[config.mk]
export PLATFORM = sky130hd
export DESIGN_NAME = fpadd_rr_arbiter
export DESIGN_NICKNAME = d
export VERILOG_FILES = /design/src/rtl/fpadd_rr_arbiter.sv
export SDC_FILE = /design/constraint.sdc
export NUM_CORES = 1
export LEC_CHECK = 0
export ABC_AREA = 1
export CAP_MARGIN = 20
export CELL_PAD_IN_SITES_DETAIL_PLACEMENT = 1
export CELL_PAD_IN_SITES_GLOBAL_PLACEMENT = 1
export CORE_UTILIZATION = 23
export DETAILED_ROUTE_END_ITERATION = 8
export HOLD_SLACK_MARGIN = 0.02
export PLACE_DENSITY_LB_ADDON = 0.1
export SLEW_MARGIN = 30
export SYNTH_ARGS = -nofsm -noshare
export SYNTH_HDL_FRONTEND = slang
export SYNTH_SLANG_ARGS = --single-unit
[constraint.sdc]
create_clock -name clk -period 4.3 [get_ports clk]
set_input_delay 1.075 -clock clk [delete_from_list [all_inputs] [get_ports clk]]
set_output_delay 1.075 -clock clk [all_outputs]
set_load 0.02 [all_outputs]
[src/rtl/fpadd_rr_arbiter.sv]
// fpadd_rr_arbiter: round-robin sharing of one multi-cycle fpadd unit among NREQ requesters.
// Optional macro FPADD_ARB_TIMEOUT_EN adds a WAIT-state timeout that returns a NaN with rsp_err set.
module fpadd_rr_arbiter #(
    parameter int NREQ    = 4,
    parameter int IDW     = 2,
    parameter int TIMEOUT = 255
) (
    input  logic              clk,
    input  logic              reset,
    input  logic [NREQ-1:0]   req_valid,
    input  logic [32*NREQ-1:0] req_a,
    input  logic [32*NREQ-1:0] req_b,
    output logic [NREQ-1:0]   req_ready,
    output logic              rsp_valid,
    input  logic              rsp_ready,
    output logic [IDW-1:0]    rsp_id,
    output logic [31:0]       rsp_sum,
    output logic              rsp_err,
    output logic              fpa_start,
    output logic [31:0]       fpa_a,
    output logic [31:0]       fpa_b,
    input  logic [31:0]       fpa_sum,
    input  logic              fpa_done,
    output logic              busy,
    output logic [15:0]       op_count
);
    typedef enum logic [1:0] {IDLE, ISSUE, WAIT, RESP} state_t;

    if (IDW != $clog2(NREQ) || NREQ < 2 || TIMEOUT < 1) begin : g_bad_params
        $error("fpadd_rr_arbiter: invalid NREQ/IDW/TIMEOUT");
    end

    state_t          state, state_next;
    logic [IDW-1:0]  rr_ptr;
    logic [IDW-1:0]  gnt;
    logic            found;
    logic            timed_out;

    // first valid requester at or after rr_ptr, wrapping mod NREQ
    always_comb begin
        gnt   = '0;
        found = 1'b0;
        for (int k = 0; k < NREQ; k++) begin
            if (!found && req_valid[(int'(rr_ptr) + k) % NREQ]) begin
                found = 1'b1;
                gnt   = IDW'((int'(rr_ptr) + k) % NREQ);
            end
        end
    end

    // state register
    always_ff @(posedge clk or posedge reset) begin
        if (reset) state <= IDLE;
        else       state <= state_next;
    end

    // next-state; done is only looked at in WAIT because it may still be high from the previous op during ISSUE
    always_comb begin
        state_next = state;
        unique case (state)
            IDLE:  state_next = found ? ISSUE : IDLE;
            ISSUE: state_next = WAIT;
            WAIT:  state_next = (fpa_done || timed_out) ? RESP : WAIT;
            RESP:  state_next = rsp_ready ? IDLE : RESP;
        endcase
    end

    // handshake outputs decoded from state
    always_comb begin
        req_ready = (state == IDLE && found) ? (NREQ'(1) << gnt) : '0;
        fpa_start = state == ISSUE;
        rsp_valid = state == RESP;
        busy      = state != IDLE;
    end

    // operand capture on accept, result capture on completion, bookkeeping on response handshake
    always_ff @(posedge clk or posedge reset) begin
        if (reset) begin
            fpa_a    <= '0;
            fpa_b    <= '0;
            rsp_id   <= '0;
            rsp_sum  <= '0;
            rr_ptr   <= '0;
            op_count <= '0;
        end else begin
            if (state == IDLE && found) begin
                fpa_a  <= req_a[32*gnt +: 32];
                fpa_b  <= req_b[32*gnt +: 32];
                rsp_id <= gnt;
            end
            if (state == WAIT && (fpa_done || timed_out))
                rsp_sum <= fpa_done ? fpa_sum : 32'h7FC00000;
            if (state == RESP && rsp_ready) begin
                op_count <= op_count + 16'd1;
                rr_ptr   <= IDW'((int'(rsp_id) + 1) % NREQ);
            end
        end
    end

`ifdef FPADD_ARB_TIMEOUT_EN
    localparam int CW = $clog2(TIMEOUT + 1);
    logic [CW-1:0] wait_cnt;

    assign timed_out = state == WAIT && !fpa_done && wait_cnt == CW'(TIMEOUT - 1);

    // WAIT cycle counter, zero outside WAIT so it restarts on every entry; error flag for the substituted result
    always_ff @(posedge clk or posedge reset) begin
        if (reset) begin
            wait_cnt <= '0;
            rsp_err  <= 1'b0;
        end else begin
            wait_cnt <= (state == WAIT) ? wait_cnt + 1'b1 : '0;
            if (state == WAIT && (fpa_done || timed_out))
                rsp_err <= !fpa_done;
        end
    end
`else
    assign timed_out = 1'b0;
    assign rsp_err   = 1'b0;
`endif
endmodule
==> run metrics <==
Leak 5.73 nW; number of max-cap violations 0; FILL cells 3650; grt total ovfl 0; Final Util 40.6%; final WL 31.7 mm; Crit. Startpoint req_valid[2]; number of remaining DRC errors 0; EDFF count, synth 0; number of buffers created by CTS 17; Hold Path Class flop to flop; Worst Setup Path Type input port to primary output; antenna-violating nets left 0; die height 177 µm; Final GP Congestion 0.802; full die area 0.0315 mm²; Overall Power 0.00924 W; synthesized net count 1304; top post-synthesis cells by area dfrtp_1, nand2_1, nand3_1; Placed Area 0.0115 mm²; DR vias/cell 4.48; Layout Nets 1689; min Tclk post-route 4.02 ns; count leader, synth nand2_1; Finish-stage setup viols 0; final hold vios 0; relative slew slack 38.4%; CTS tree built; ys flop type dfrtp_1; Hold-fix buffers, CTS 0; ys async rst share 100%; max incr delay on CP 0.44 ns; Hold Startpoint op_count[15]; Top-Level Pins 418; CP Launch Type input port; Initial Utilization 23.6%; Setup Buffers After CTS 0; Skew-Pair Late Insertion Delay 0.43 ns; Post-synth top cells nand2_1, nand3_1, dfrtp_1; die width 177 µm; Design Area, Final 0.0122 mm²; Power Density 759 mW/mm²; Max stage delay cell, worst path clkdlybuf4s50_1; Req. time, crit path 3.22 ns; vias 8046; crit share post-route 93.6%; CTS root buffer clkbuf_16; largest net degree at the start of global routing 83; share of cells above drive strength 1 7.26%; setup repair after global routing missed its margin false; status completed; sequential share of the synthesized area 41.7%; detailed placement HPWL 23.2 mm; CTS clk-pin slew, worst paths 0.06 ns; Post-Syn Area 0.00708 mm²; clk sinks 118; Worst R2R Start rr_ptr[0]; row count 63; Synth top area share 41.7%; H-tree Lvls 4; Post-Syn Instances 1007; 1st-iter DRT viols 272; Port-buffer cells 416; Arr. time, crit path 2.95 ns; Worst Setup Slack, final 0.277 ns; cell taking the most area after synthesis dfrtp_1; Mapped Avg Cell Area 7.03 µm²; core area 0.0300 mm²; crit-path cells clkdlybuf4s50_1 -> inv_1 -> nand2_1 -> nand3_2 -> nand2_2 -> nor2_8 -> nand3_1 -> nand3_1 -> buf_4 -> nand2_2 -> nor2_1 -> dlygate4sd2_1; initial antenna violation count 4; post-DR wirelength/cell 17.7 µm; Min Hold Slack 0.474 ns; Slew @ Worst Pin 0.924 ns; pre-CTS WS -0.00170 ns; Total Routing Usage GR 20.4%; Max Freq 249 MHz; Pre-Repair DR Iteration Count 4; number of global-route vias before repair 8359; CP max FO 6; Worst setup EP type primary output; Peak VDD IR 555 µV; Setup Skew 0.0141 ns; wire length of the first global-routing pass 48.5 mm; Area Overhead vs Synth 71.8%; Synth cell types 31; flops & latches, synth 118; Yosys warnings 0; Max clock buf depth 2; final slew viol count 0
==> registers in the layout, indices dropped and copies added, names as in the netlist <==
name / count
op_count: 16
rsp_sum: 32
state: 2
rsp_id: 2
fpa_b: 32
rr_ptr: 2
fpa_a: 32
==> worst paths after layout <==
check | slack (ns) | to | cells past startpoint
worst max-delay path | 0.28 | req_ready[2] | 12
worst min-delay path | 0.47 | op_count[15] | 1
worst max register to register | 0.93 | fpa_b[2] | 14
worst min register to register | 0.47 | op_count[15] | 1
max in group asynchronous | 2.36 | rsp_sum[4] | 3
min in group asynchronous | 1.09 | rsp_sum[9] | 2
==> cell type report <==
| cell class | count | area (µm²) | area share [%] |
|---|---|---|---|
| timing repair buffer | 434 | 4330 | 35.6 |
| multi-input combinational | 790 | 3650 | 30.0 |
| sequential | 118 | 2950 | 24.3 |
| tap | 390 | 488 | 4.01 |
| clock buffer | 17 | 425 | 3.50 |
| clock inverter | 15 | 194 | 1.59 |
| inverter | 31 | 121 | 0.998 |
| antenna | 1 | 2.50 | 0.0206 |
==> power by group <==
part           switching, W  internal (W)  total, W
Clock              0.000607      0.000928   0.00154
Combinational       0.00352       0.00229   0.00581
Sequential         0.000292       0.00160   0.00190
Total               0.00442       0.00482   0.00924
==> repair_timing <==
item	in CTS	in global routing
endpoints found under the hold margin	0	0
setup endpoints to repair	2	2
pin swaps	0	0
resized for setup	2	2
==> layout by cell type, fill, tap and decap left out, drive strengths merged <==
| master | instances |
|---|---|
| buf | 18 |
| dlymetal6s2s | 2 |
| diode | 1 |
| bufinv | 3 |
| xor2 | 5 |
| clkinvlp | 2 |
| conb | 1 |
| dfrtp | 118 |
| nand3b | 1 |
| nor2 | 16 |
| clkinv | 4 |
| nand3 | 205 |
| nand4 | 4 |
| xnor2 | 7 |
| a31oi | 1 |
| nor3 | 2 |
| clkdlybuf4s50 | 412 |
| o21ai | 4 |
| mux2 | 32 |
| o211ai | 1 |
| ha | 1 |
| inv | 37 |
| dlygate4sd2 | 2 |
| nand2 | 509 |
| a21oi | 1 |
| clkbuf | 17 |
==> logic make-up (layout without fill, tap and decap cells) <==
group / after synthesis / after routing / share of synthesized area (%)
XOR/XNOR: 12 / 12 / 1.48
buffers and inverters: 99 / 497 / 6.98
AO/OA/AOI/OAI: 7 / 7 / 0.548
other: 1 / 2 / 0.0530
flip-flops: 118 / 118 / 41.7
AND/OR/NAND/NOR: 737 / 737 / 44.0
multiplexers: 32 / 32 / 5.09
adder cells (fa/ha/maj): 1 / 1 / 0.177
==> worst max-delay path: cells and delay by family <==
family	cells	cell delay, ns
buffers and inverters	4	0.99
and+or+nand+nor	8	0.86
==> stage by stage <==
| step | std cells | setup TNS (ns) |
|---|---|---|
| after floorplan | 1007 | 0 |
| after global placement | 1763 | 0 |
| after detailed placement | 1763 | -0.00309 |
| after CTS | 1795 | 0 |
| after global routing | 1795 | 0 |
| final | 1796 | 0 |
==> per-layer routing <==
layer	share of wire (%)	track usage (%)	vias to the layer above
met5	0.082	0	-
met4	2.0	6.45	4
met3	9.2	7.58	37
met2	48	34.8	288
met1	41	23.3	3731
li1	-	-	3986
No activity file was read; power rests on OpenSTA's default activity.
